**config.mk**
```make
export PLATFORM = sky130hd
export DESIGN_NAME = booth_16x16_top
export DESIGN_NICKNAME = d
export VERILOG_FILES = /design/src/rtl/booth_pkg.sv /design/src/rtl/booth_pp_gen.sv /design/src/rtl/booth_16x16_top.sv
export SDC_FILE = /design/constraint.sdc
export NUM_CORES = 1
export LEC_CHECK = 0
export BUFFER_PORTS_ARGS = -buffer_cell sky130_fd_sc_hd__buf_2
export CAP_MARGIN = 20
export CORE_AREA = 2 2 146 148
export DETAILED_ROUTE_END_ITERATION = 16
export DIE_AREA = 0 0 148 150
export PLACE_DENSITY_LB_ADDON = 0.08
export SYNTH_ARGS = -nofsm -noshare
export SYNTH_HDL_FRONTEND = slang
export SYNTH_SLANG_ARGS = --single-unit
```
**constraint.sdc**
```tcl
create_clock -name clk -period 9.4 [get_ports clk]
set_clock_uncertainty 0.2 [all_clocks]
set_input_delay 1.41 -clock clk [delete_from_list [all_inputs] [get_ports clk]]
set_output_delay 1.41 -clock clk [all_outputs]
set_load 0.1 [all_outputs]
```
**src/rtl/booth_pkg.sv**
```systemverilog
// booth_pkg: shared widths, Booth digit encoding and helpers for the 16x16 radix-4 Booth multiplier
//   booth_decode : 3-bit multiplier triplet -> Booth digit
//   csa          : 32-bit 3:2 compressor, returns {carry, sum}
package booth_pkg;
    localparam int OP_W   = 16;
    localparam int EXT_W  = 18;
    localparam int PROD_W = 32;
    localparam int NUM_PP = 9;

    typedef enum logic [2:0] {D_ZERO, D_P1, D_M1, D_P2, D_M2} booth_digit_t;

    function automatic booth_digit_t booth_decode(input logic [2:0] t);
        return (t == 3'b001 || t == 3'b010) ? D_P1 :
               (t == 3'b101 || t == 3'b110) ? D_M1 :
               (t == 3'b011)                ? D_P2 :
               (t == 3'b100)                ? D_M2 : D_ZERO;
    endfunction

    function automatic logic [2*PROD_W-1:0] csa(input logic [PROD_W-1:0] x, y, z);
        logic [PROD_W-1:0] c;
        c = ((x & y) | (x & z) | (y & z)) << 1;
        return {c, x ^ y ^ z};
    endfunction
endpackage

```
**src/rtl/booth_pp_gen.sv**
```systemverilog
// booth_pp_gen: one radix-4 Booth partial-product row
//   trip   in  3   multiplier triplet (b[2i+1], b[2i], b[2i-1])
//   a_ext  in  18  extended multiplicand
//   pp     out 19  selected multiple, one's-complemented when negative
//   neg    out 1   +1 correction to be added at the row's LSB
module booth_pp_gen
    import booth_pkg::*;
(
    input  logic [2:0]       trip,
    input  logic [EXT_W-1:0] a_ext,
    output logic [EXT_W:0]   pp,
    output logic             neg
);
    booth_digit_t d;
    logic [EXT_W:0] mag;

    always_comb begin
        d   = booth_decode(trip);
        neg = (d == D_M1) || (d == D_M2);
        mag = (d == D_P1 || d == D_M1) ? {a_ext[EXT_W-1], a_ext} :
              (d == D_P2 || d == D_M2) ? {a_ext, 1'b0} : '0;
        pp  = mag ^ {(EXT_W+1){neg}};
    end
endmodule

```
**src/rtl/booth_16x16_top.sv**
```systemverilog
// booth_16x16_top: single-cycle 16x16 radix-4 Booth multiplier with registered copy
//   clk, rst          clock; asynchronous active-high reset (registered outputs only)
//   A, B              16-bit multiplicand / multiplier
//   alu_signed        1 = two's-complement operands, 0 = unsigned
//   PROD_RESULT       combinational 32-bit product
//   neg_flag          combinational negative flag (signed mode only)
//   zero_flag         combinational zero flag
//   PROD_Q, neg_q, zero_q   the above registered on clk
module booth_16x16_top
    import booth_pkg::*;
(
    input  logic              clk,
    input  logic              rst,
    input  logic [OP_W-1:0]   A,
    input  logic [OP_W-1:0]   B,
    input  logic              alu_signed,
    output logic [PROD_W-1:0] PROD_RESULT,
    output logic              neg_flag,
    output logic              zero_flag,
    output logic [PROD_W-1:0] PROD_Q,
    output logic              neg_q,
    output logic              zero_q
);
    logic [EXT_W-1:0]  a_ext, b_ext;
    logic [EXT_W:0]    b_trip;
    logic [EXT_W:0]    pp [NUM_PP];
    logic [NUM_PP-1:0] neg;
    logic [PROD_W-1:0] row [NUM_PP];
    logic [PROD_W-1:0] corr;
    logic [PROD_W-1:0] s0, c0, s1, c1, s2, c2, s3, c3, s4, c4, s5, c5, s6, c6, s7, c7;

    // zero-extension in unsigned mode keeps b[17:16]=0 so 0xFFFF is not recoded as -1
    always_comb begin
        a_ext  = alu_signed ? {{(EXT_W-OP_W){A[OP_W-1]}}, A} : {{(EXT_W-OP_W){1'b0}}, A};
        b_ext  = alu_signed ? {{(EXT_W-OP_W){B[OP_W-1]}}, B} : {{(EXT_W-OP_W){1'b0}}, B};
        b_trip = {b_ext, 1'b0};
    end

    genvar i;
    generate
        for (i = 0; i < NUM_PP; i++) begin : g_pp
            booth_pp_gen u_pp (
                .trip  (b_trip[2*i+2 -: 3]),
                .a_ext (a_ext),
                .pp    (pp[i]),
                .neg   (neg[i])
            );
            assign row[i] = {{(PROD_W-EXT_W-1){pp[i][EXT_W]}}, pp[i]} << (2*i);
        end
    endgenerate

    // negation correction bits sit at distinct even positions, so they share one operand
    always_comb begin
        corr = '0;
        for (int k = 0; k < NUM_PP; k++) corr[2*k] = neg[k];
    end

    // 10 operands -> 7 -> 5 -> 4 -> 3 -> 2 through 3:2 compressors, then one CPA
    always_comb begin
        {c0, s0} = csa(row[0], row[1], row[2]);
        {c1, s1} = csa(row[3], row[4], row[5]);
        {c2, s2} = csa(row[6], row[7], row[8]);
        {c3, s3} = csa(s0, c0, s1);
        {c4, s4} = csa(c1, s2, c2);
        {c5, s5} = csa(s3, c3, s4);
        {c6, s6} = csa(s5, c5, c4);
        {c7, s7} = csa(s6, c6, corr);
        PROD_RESULT = s7 + c7;
        neg_flag    = alu_signed & PROD_RESULT[PROD_W-1];
        zero_flag   = (PROD_RESULT == '0);
    end

    always_ff @(posedge clk or posedge rst) begin
        if (rst) begin
            PROD_Q <= '0;
            neg_q  <= 1'b0;
            zero_q <= 1'b0;
        end else begin
            PROD_Q <= PROD_RESULT;
            neg_q  <= neg_flag;
            zero_q <= zero_flag;
        end
    end
endmodule

```
==> qor.tcl <==
set qor(status) {finished, final reports clean}
set qor(max_cap_viol_count) 0
set qor(vias) 10022
set qor(grt_setup_unrepaired) {yes}
set qor(groute.usage.overall_pct) 30.0
set qor(syn_area_per_cell_um2) 8.08
set qor(cts_tree) {built}
set qor(max_freq_mhz) 107
set qor(timing.final.crit_share_pct) 99.9
set qor(totalWireLength_mm) 33.4
set qor(synth_async_sr_flop_share_pct) 100
set qor(synth-edff-count) 0
set qor(critical_path_fanouts_max) 6
set qor(synth_top_area_share_pct) 26.6
set qor(post-route-cell-area_um2) 14500
set qor(drt_first_pass_iters) 5
set qor(crit_buf_inv) 7
set qor(antennaDiodeCount) 0
set qor(yosysTopAreaCell) {sky130_fd_sc_hd__fa_1}
set qor(worstSetupPathDepth) 25
set qor(maxSlewViolCount) 0
set qor(cp_top_family) {adder cells}
set qor(cp-end-kind) {output port}
set qor(placed_cell_area_um2) 13600
set qor(gp_congestion) 0.969
set qor(hpwlAfterDp_mm) 27.5
set qor(routed_wire_length_per_instance_um) 18.2
set qor(final-instance-count-excl-fill) 1834
set qor(synth_nets) 1501
set qor(synth_warnings) 0
set qor(grt_start_max_net_pins) 35
set qor(grt_pass1_vias) 9766
set qor(hold_viol_final) 0
set qor(global_route_wire_length_before_repair_mm) 52.1
set qor(slew_headroom_pct) 63.5
set qor(synthCells) 1256
set qor(h-tree-depth) 2
set qor(critPathRequiredTime_ns) 7.79
set qor(cts_made_buffers) 5
set qor(hold_path_class) {input port to asynchronous set/reset pin}
set qor(clk_transition_reported_paths_ns) 0.05
set qor(final_worst_setup_slack_ns) 0.0137
set qor(dp_worst_setup_slack_ns) -0.331
set qor(setup_viol) 0
set qor(synth.distinct_cells) 66
set qor(synthesis.area_um2) 10100
set qor(critical_path_cell_with_the_highest_stage_delay) {sky130_fd_sc_hd__fa_1}
set qor(synthMostInstantiatedCell) {sky130_fd_sc_hd__nor2_1}
set qor(cp_common_cell) {sky130_fd_sc_hd__fa_1}
set qor(cts_num_sinks) 34
set qor(floorplan.initialDensity_pct) 49.0
set qor(io_pins) 103
set qor(place_inst) 1802
set qor(die_y_um) 150
set qor(syn_to_final_growth_pct) 42.8
set qor(drcViolationCount) 0
set qor(synth.yosys.seq_area_share_pct) 8.39
set qor(timing_worst_slew_pin_value_ns) 0.543
set qor(grt_overflow) 0
set qor(post_route_cells_drive_above_1_share_pct) 36.2
set qor(detail_route.vias_per_cell) 5.46
set qor(cell_row_count) 53
set qor(netlist_top_cells_count) {161 x sky130_fd_sc_hd__nor2_1, 157 x sky130_fd_sc_hd__inv_1, 135 x sky130_fd_sc_hd__fa_1}
set qor(io_buffer_count) 102
set qor(dominantRegCellSynth) {sky130_fd_sc_hd__dfrtp_1}
set qor(class_of_the_most_critical_setup_path) {input port to output port}
set qor(finalNetCount) 1803
set qor(drtIter0Drc) 744
set qor(fin_crit_ns) 9.39
set qor(ctsLongestPathBuffers) 2
set qor(die_w_um) 148
set qor(timing.critical_path.slowest_cell_delay_ns) 0.55
set qor(setup_total_negative_slack_ns) 0
set qor(cts.root.buffer_cell) {sky130_fd_sc_hd__clkbuf_16}
set qor(synth.ff_latch_count) 34
set qor(grt_antenna_before_repair) 0
set qor(core_um2) 20700
set qor(design.die.area_um2) 22200
set qor(filler_cell_count) 1742
set qor(startpoint_class_of_the_critical_path) {input port}
set qor(arrival_worst_endpoint_ns) 7.78
set qor(synthTopCellsByArea) {sky130_fd_sc_hd__fa_1 27%, sky130_fd_sc_hd__ha_1 9.3%, sky130_fd_sc_hd__xnor2_1 8.7%, sky130_fd_sc_hd__dfrtp_1 8.4%, sky130_fd_sc_hd__nor2_1 6.0%}
set qor(final_antenna_net_count) 0
state kept, by name, summed over array words and instances (netlist names):
register,cells
PROD_Q,32
neg_q,1
zero_q,1
stage by stage:
stage               utilization [%]  hold WS [ns]
floorplan                         -          1.35
global placement               65.8          1.31
detailed placement             65.8          1.32
CTS                            69.0          1.02
global route                   70.0          1.08
finish                         70.0          1.01
timing repair:
| item | CTS | global route |
|---|---|---|
| setup endpoints to repair | 2 | 4 |
| cloned | 3 | 0 |
| gates resized for setup | 93 | 40 |
| setup buffers | 20 | 1 |
| pin swaps | 47 | 26 |
| hold buffers | 0 | 0 |
layout make-up:
class                      instances  area [µm²]  share of cell area, %
sequential                        34         851                   5.88
timing repair buffer             401        3250                   22.5
inverter                         157         597                   4.12
clock inverter                     1        5.00                 0.0346
tap                              275         344                   2.38
multi-input combinational        959        9290                   64.1
clock buffer                       7         143                  0.985
per-layer routing:
metal | routed length (µm) | GRT usage, % | up-vias
met1 | 14800 | 42.5 | 4805
met4 | 759 | 8.10 | 0
met3 | 2430 | 2.99 | 51
li1 | - | - | 4751
met2 | 15400 | 49.2 | 415
met5 | 0 | 0 | -
cell usage in the layout, fill, tap and decap left out, types with 10 or more instances in the layout:
cell type / instances
sky130_fd_sc_hd__nor3_1: 17
sky130_fd_sc_hd__ha_1: 63
sky130_fd_sc_hd__o21ai_1: 15
sky130_fd_sc_hd__buf_12: 30
sky130_fd_sc_hd__a211oi_1: 38
sky130_fd_sc_hd__nand3_1: 12
sky130_fd_sc_hd__buf_2: 81
sky130_fd_sc_hd__a21oi_1: 43
sky130_fd_sc_hd__dfrtp_1: 34
sky130_fd_sc_hd__xor2_1: 51
sky130_fd_sc_hd__buf_4: 273
sky130_fd_sc_hd__inv_1: 146
sky130_fd_sc_hd__nor2_1: 152
sky130_fd_sc_hd__a22oi_1: 17
sky130_fd_sc_hd__xnor2_1: 88
sky130_fd_sc_hd__o221ai_1: 13
sky130_fd_sc_hd__nand2_1: 71
sky130_fd_sc_hd__fa_1: 127
sky130_fd_sc_hd__a211oi_2: 26
sky130_fd_sc_hd__ha_4: 10
sky130_fd_sc_hd__o21ai_0: 30
sky130_fd_sc_hd__buf_6: 15
kinds of logic (layout without fill, tap and decap cells):
logic type | Yosys count | in the layout | share of synthesized area [%]
compound gates | 269 | 269 | 18.3
xor+xnor | 159 | 160 | 13.7
fa+ha+maj | 210 | 210 | 35.9
buf+inv | 265 | 566 | 9.94
flops | 34 | 34 | 8.39
mux | 3 | 3 | 0.308
other cells | 1 | 1 | 0.0370
simple gates | 315 | 316 | 13.4
how the worst max path moves through the flow:
| stage | start | end |
|---|---|---|
| after detailed placement | B[1] | zero_flag |
| after CTS | B[5] | zero_flag |
| final | B[5] | zero_flag |
| after global placement | B[8] | zero_flag |
| after global routing | B[13] | zero_flag |
| after floorplan | A[10] | zero_flag |
Power is left out: the tool's default activity adds up to more than one toggle a clock period on the data nets, which glitch-free logic cannot reach.
